==> src/rtl/param_counter_pkg.sv <==
// Shared constants and sizing helper for the parametrised counter.
package param_counter_pkg;

  localparam int MODE_WRAP = 0;
  localparam int MODE_SAT  = 1;

  // Bits needed to hold 0..value-1, never less than one.
  function automatic int clog2(input int value);
    int bits;
    int rem;
    bits = 0;
    rem  = value - 1;
    while (rem > 0) begin
      bits = bits + 1;
      rem  = rem >> 1;
    end
    return (bits < 1) ? 1 : bits;
  endfunction

endpackage

==> src/rtl/param_counter_tick.sv <==
// Prescaler: emits a step strobe once every PRESCALE enabled clocks.
module tick_gen
  import param_counter_pkg::*;
#(
  parameter int PRESCALE = 1
) (
  input  logic clk,
  input  logic rst,
  input  logic en,
  input  logic clr,
  output logic step
);

  localparam int PW = clog2(PRESCALE);
  localparam logic [PW-1:0] LAST = PW'(PRESCALE - 1);

  logic [PW-1:0] presc;

  // With PRESCALE=1 LAST is 0, so presc never leaves 0 and step follows en.
  assign step = en && (presc == LAST);

  always_ff @(posedge clk) begin
    if (rst || clr) begin
      presc <= '0;
    end else if (en) begin
      presc <= (presc == LAST) ? '0 : presc + PW'(1);
    end
  end

endmodule

==> src/rtl/param_counter.sv <==
// Modulo up/down counter with load, prescaled steps, wrap or saturate,
// terminal-count pulse and sticky overflow flag.
module param_counter
  import param_counter_pkg::*;
#(
  parameter int WIDTH    = 8,
  parameter int PRESCALE = 1,
  parameter int SATURATE = MODE_WRAP
) (
  input  logic             clk,
  input  logic             rst,
  input  logic             en,
  input  logic             up_dn,
  input  logic             load,
  input  logic [WIDTH-1:0] load_val,
  input  logic [WIDTH-1:0] max_val,
  input  logic             ovf_clr,
  output logic [WIDTH-1:0] count,
  output logic             tc,
  output logic             ovf
);

  logic             step;
  logic             boundary_hit;
  logic [WIDTH-1:0] count_nxt;

  tick_gen #(.PRESCALE(PRESCALE)) u_tick (
    .clk  (clk),
    .rst  (rst),
    .en   (en),
    .clr  (load),
    .step (step)
  );

  // A count above max_val counts as a boundary going up, but steps down normally.
  always_comb begin
    count_nxt    = count;
    boundary_hit = 1'b0;
    if (load) begin
      count_nxt = load_val;
    end else if (step) begin
      if (up_dn) begin
        if (count >= max_val) begin
          boundary_hit = 1'b1;
          count_nxt    = (SATURATE == MODE_SAT) ? max_val : '0;
        end else begin
          count_nxt = count + WIDTH'(1);
        end
      end else begin
        if (count == '0) begin
          boundary_hit = 1'b1;
          count_nxt    = (SATURATE == MODE_SAT) ? '0 : max_val;
        end else begin
          count_nxt = count - WIDTH'(1);
        end
      end
    end
  end

  always_ff @(posedge clk) begin
    if (rst) begin
      count <= '0;
      tc    <= 1'b0;
      ovf   <= 1'b0;
    end else begin
      count <= count_nxt;
      tc    <= boundary_hit;
      // Setting beats clearing when both happen in one cycle.
      if (boundary_hit) begin
        ovf <= 1'b1;
      end else if (ovf_clr) begin
        ovf <= 1'b0;
      end
    end
  end

endmodule
==> config.mk <==
export PLATFORM = sky130hd
export DESIGN_NAME = param_counter
export DESIGN_NICKNAME = d
export VERILOG_FILES = /design/src/rtl/param_counter_pkg.sv /design/src/rtl/param_counter_tick.sv /design/src/rtl/param_counter.sv
export SDC_FILE = /design/constraint.sdc
export NUM_CORES = 1
export LEC_CHECK = 0
export CAP_MARGIN = 20
export CELL_PAD_IN_SITES_DETAIL_PLACEMENT = 1
export CELL_PAD_IN_SITES_GLOBAL_PLACEMENT = 2
export CORE_ASPECT_RATIO = 0.7
export CORE_UTILIZATION = 28
export DETAILED_ROUTE_END_ITERATION = 10
export GPL_TIMING_DRIVEN = 0
export MAX_ROUTING_LAYER = met4
export PLACE_DENSITY_LB_ADDON = 0.12
export SYNTH_ARGS = -nofsm -noshare
export SYNTH_HDL_FRONTEND = slang
export SYNTH_HIERARCHICAL = 1
export SYNTH_SLANG_ARGS = --single-unit
==> constraint.sdc <==
create_clock -name clk -period 3.4 [get_ports clk]
set_input_delay 0.51 -clock clk [delete_from_list [all_inputs] [get_ports clk]]
set_output_delay 0.51 -clock clk [all_outputs]
set_load 0.02 [all_outputs]
After elaboration in Yosys (flattened, before gate mapping)
Cells that the tools add are included.
{"block": "word_totals", "register_bits": 11, "input_bits": 22, "out_inout_bits": 10}
{"block": "op_classes", "order_cmp": 1, "bitwise": 1, "addsub": 3, "n_reduce_logical": 5, "muxes": 13}
{"op": "$mux 8", "n": 5}
{"op": "$add 8x1->8 const B", "n": 1}
{"op": "$ge 8x8->1", "n": 1}
{"op": "$logic_not 8->1", "n": 1}
{"op": "$mux 1", "n": 8}
{"op": "$sub 8x1->8 const B", "n": 1}
{"op": "$reduce_bool 2->1", "n": 2}
{"op": "$add 1x1->1 const B", "n": 1}
{"op": "$logic_and 1x1->1", "n": 1}
{"op": "$logic_or 1x1->1", "n": 1}
{"op": "$not 1->1", "n": 1}

Depth between registers and ports, before layout
{"block": "depth", "ltp_word": 6, "depth_mapped": 7, "mapped_depth_nobuf": 7}

Cells and area by module
The synthesis kept the hierarchy.
{"module": "param_counter", "n_inst": 1, "seq_area_each_um2": 200.2, "area_per_inst_um2": 1102.3, "cells_each": 144}
{"module": "tick_gen", "n_inst": 1, "seq_area_each_um2": 0.0, "area_per_inst_um2": 7.5, "cells_each": 1}

Worst setup path before layout
Ideal clock, no wire load.
{"block": "synth_path", "path_kind": "input to register", "start": "input max_val[6]", "end": "register count[0]", "path_stages": 7, "t_arrival_ns": 1.828, "setup_ns": 0.095, "slack_ns": 1.477, "cell_sequence": "inv_1 -> ha_1 -> a21o_1 -> a211o_1 -> a21oi_4 -> o21ai_0 -> a221oi_1"}
{"block": "synth_via", "elab_chain_len": 5}
{"item": "from (decl)", "line": "param_counter.sv:16", "rtl": "input logic [WIDTH-1:0] max_val,"}
{"item": "$ge 8x8->1", "line": "param_counter.sv:43", "rtl": "if (count >= max_val) begin"}
{"item": "$mux 8", "line": "param_counter.sv:43"}
{"item": "$mux 8", "line": "param_counter.sv:42", "rtl": "if (up_dn) begin"}
{"item": "$mux 8", "line": "param_counter.sv:41", "rtl": "end else if (step) begin"}
{"item": "$mux 8", "line": "param_counter.sv:39", "rtl": "if (load) begin"}
{"item": "to (signal assigned)", "line": "param_counter.sv:66", "rtl": "count <= count_nxt;"}
{"item": "to (decl)", "line": "param_counter.sv:18", "rtl": "output logic [WIDTH-1:0] count,"}
Every way passes these cells. The select of a mux whose other input is x is not followed.
A chain may end at the register's enable or synchronous reset.

Worst setup path in the final report
Same ends and word-level chain as after synthesis.

==> out/metrics.yaml <==
status: "finished, final reports clean"
p_switching_mw: 0.1869
ant_nets: 0
critPathLaunchType: "input port"
cts_hold_buf: 0
syn_nets: 178
wl_per_cell_microns: 16.44
powerDensity_mw_per_mm2: 342.5
ys.flop_type: "dfxtp_1"
start_util: 0.3042
clock.fmax_mhz: 423.5
wl_met3_microns: 212
dr_total_vias: 1176
post-cts-setup-buffer-count: 0
clkTransAtPathRegs_ns: 0.05
min_period_over_period: 0.6945
crit_path_max_incr_delay_ns: 0.47
grt_first_pass_wirelength_microns: 5947
grt_overflow: 0
maxSlewViolCount: 0
syn_area_per_cell_sq_um: 7.654
finalPower_mw: 0.5198
die_y_microns: 54.68
ir_drop_uv: 144.5
min_path_cells: 2
synthArstFlopShare: 0
dieArea_sq_mm: 0.004224
final_common_cell: "clkdlybuf4s50_1"
cts_tree: "built"
dr_wl_met2_microns: 1746
grt_pass1_vias: 1204
area_growth_pct: 36.75
min_path_type: "reg -> reg"
critPathRequiredTime_ns: 3.54
drc_errors: 0
top_layer: "met3"
p_seq_frac: 0.269
antenna_cells: 0
max_cap_viol_count: 0
most-common-layout-cells: "clkdlybuf4s50_1, inv_1, a21oi_1, nand2_1, ha_1"
antenna_found_initial: 0
nets: 212
row_count: 18
ys_seq_elements: 10
grt_use_total: 0.1953
cp.arrival_ns: 2.51
core_area_sq_mm: 0.003649
timing.critical_path.cells: "clkdlybuf4s50_1 > inv_1 > ha_1 > a21o_1 > a211o_1 > a21oi_4 > o21ai_0 > a221oi_1"
combPwrFrac: 0.435
pre_cts_slack_ns: 0.7934
setup_viol: 0
p_leak_nw: 0.6481
timing.hold.ws_ns: 0.4720
grt_max_degree: 11
met1Wirelength_microns: 1790
cpMaxStageDelayCell: "clkdlybuf4s50_1"
rsz0062_at_grt: "false"
drtIter0Drc: 43
avgViaCountPerCell: 5.158
worst_clock_skew_ns: 0.002796
synth_area_sq_mm: 0.001110
setup_tns_ns: 0
first_pass_iters: 4
relSlewSlack: 0.6349
hold_violations: 0
tightest_slew_ns: 0.5400
cts.htree.levels: 1
ys_warn_count: 6
end_kind: "flop"
synthDistinctLibCells: 40
yosysSeqAreaShare: 0.1804
place.gp.congestion: 0.7684
ios: 32
cts_resized: 0
ff2ff_path_depth: 7
clock_sinks: 10
fin_ws_ns: 1.039
cts_made_buffers: 3
dieWidth_microns: 77.25
root_buffer: "clkbuf_8"
p_clk_frac: 0.296
switching_share: 0.3596
clkLatencyLatePin_ns: 0.24
p_int_mw: 0.3329
netlist_instances: 145
wirelength_microns: 3748
io_buffers: 29
fin_crit_ns: 2.361
path_class: "in -> reg"
synth-edff-count: 0
drive_gt1_frac: 0.08989
cts.path.max_buffers: 2
worstPathMaxFanout: 9
dpl.hpwl_microns: 2970
-- cell families after synthesis --
logic type,after synthesis,synth area share
AO/OA/AOI/OAI,47,0.2954
AND/OR/NAND/NOR,39,0.2007
buffers and inverters,27,0.1105
adder cells (fa/ha/maj),11,0.1240
flip-flops,10,0.1804
XOR/XNOR,9,0.07102
multiplexers,2,0.01804
-- worst max-delay path: cells and delay by family --
kind | cells | cell delay [ns]
compound gates | 5 | 1.17
buf+inv | 2 | 0.53
fa+ha+maj | 1 | 0.31
-- per-stage QoR --
step | utilization | cells | cell area (sq um)
4_1_cts | 0.4160 | 228 | 1518
5_1_grt | 0.4160 | 228 | 1518
3_5_place_dp | 0.4009 | 224 | 1463
6_report | 0.4160 | 228 | 1518
3_3_place_gp | 0.4009 | 224 | 1463
2_1_floorplan | - | 145 | 1110
-- final cells by class --
type / count / area, sq um
Timing Repair Buffer: 29 / 290.3
Clock buffer: 4 / 55.05
Fill cell: 465 / 2131
Buffer: 10 / 58.81
Sequential cell: 10 / 200.2
Inverter: 17 / 63.81
Multi-Input combinational cell: 108 / 787.0
Tap cell: 50 / 62.56
-- final timing paths --
kind,startpoint,endpoint,slack [ns]
max,max_val[6],count[0],1.04
min,ovf,ovf,0.47
max reg2reg,count[0],count[0],1.33
min reg2reg,ovf,ovf,0.47
-- cell usage after synthesis (3+ instances only) --
master / number / area, sq um
inv_1: 17 / 63.81
a21oi_1: 15 / 75.07
nand2_1: 13 / 48.80
ha_1: 11 / 137.6
dfxtp_1: 10 / 200.2
nor2_1: 10 / 37.54
xnor2_1: 5 / 43.79
a211oi_1: 4 / 30.03
a31oi_1: 4 / 25.02
clkbuf_1: 4 / 15.01
o211ai_1: 4 / 30.03
o31ai_1: 4 / 30.03
xor2_1: 4 / 35.03
a221oi_1: 3 / 26.28
buf_4: 3 / 22.52
nand3_1: 3 / 15.01
o21ai_0: 3 / 15.01
-- registers in the layout (all words and copies together) (netlist names) --
name   flops
count      8
ovf        1
tc         1
-- metal layers --
metal  vias up  GRT usage
met5         -          -
met4         0    0.01887
met3         0    0.04333
met2        34     0.3540
met1       558     0.2341
li1        584          -
-- power groups by stage --
stage | registers [mW] | logic (mW) | clock network, mW
after floorplan | 0.150 | 0.134 | 0
after global placement | 0.142 | 0.219 | 0
after detailed placement | 0.142 | 0.225 | 0
after CTS | 0.140 | 0.226 | 0.157
after global routing | 0.141 | 0.249 | 0.164
final | 0.140 | 0.226 | 0.154
Power figures use the tool's default switching activity.
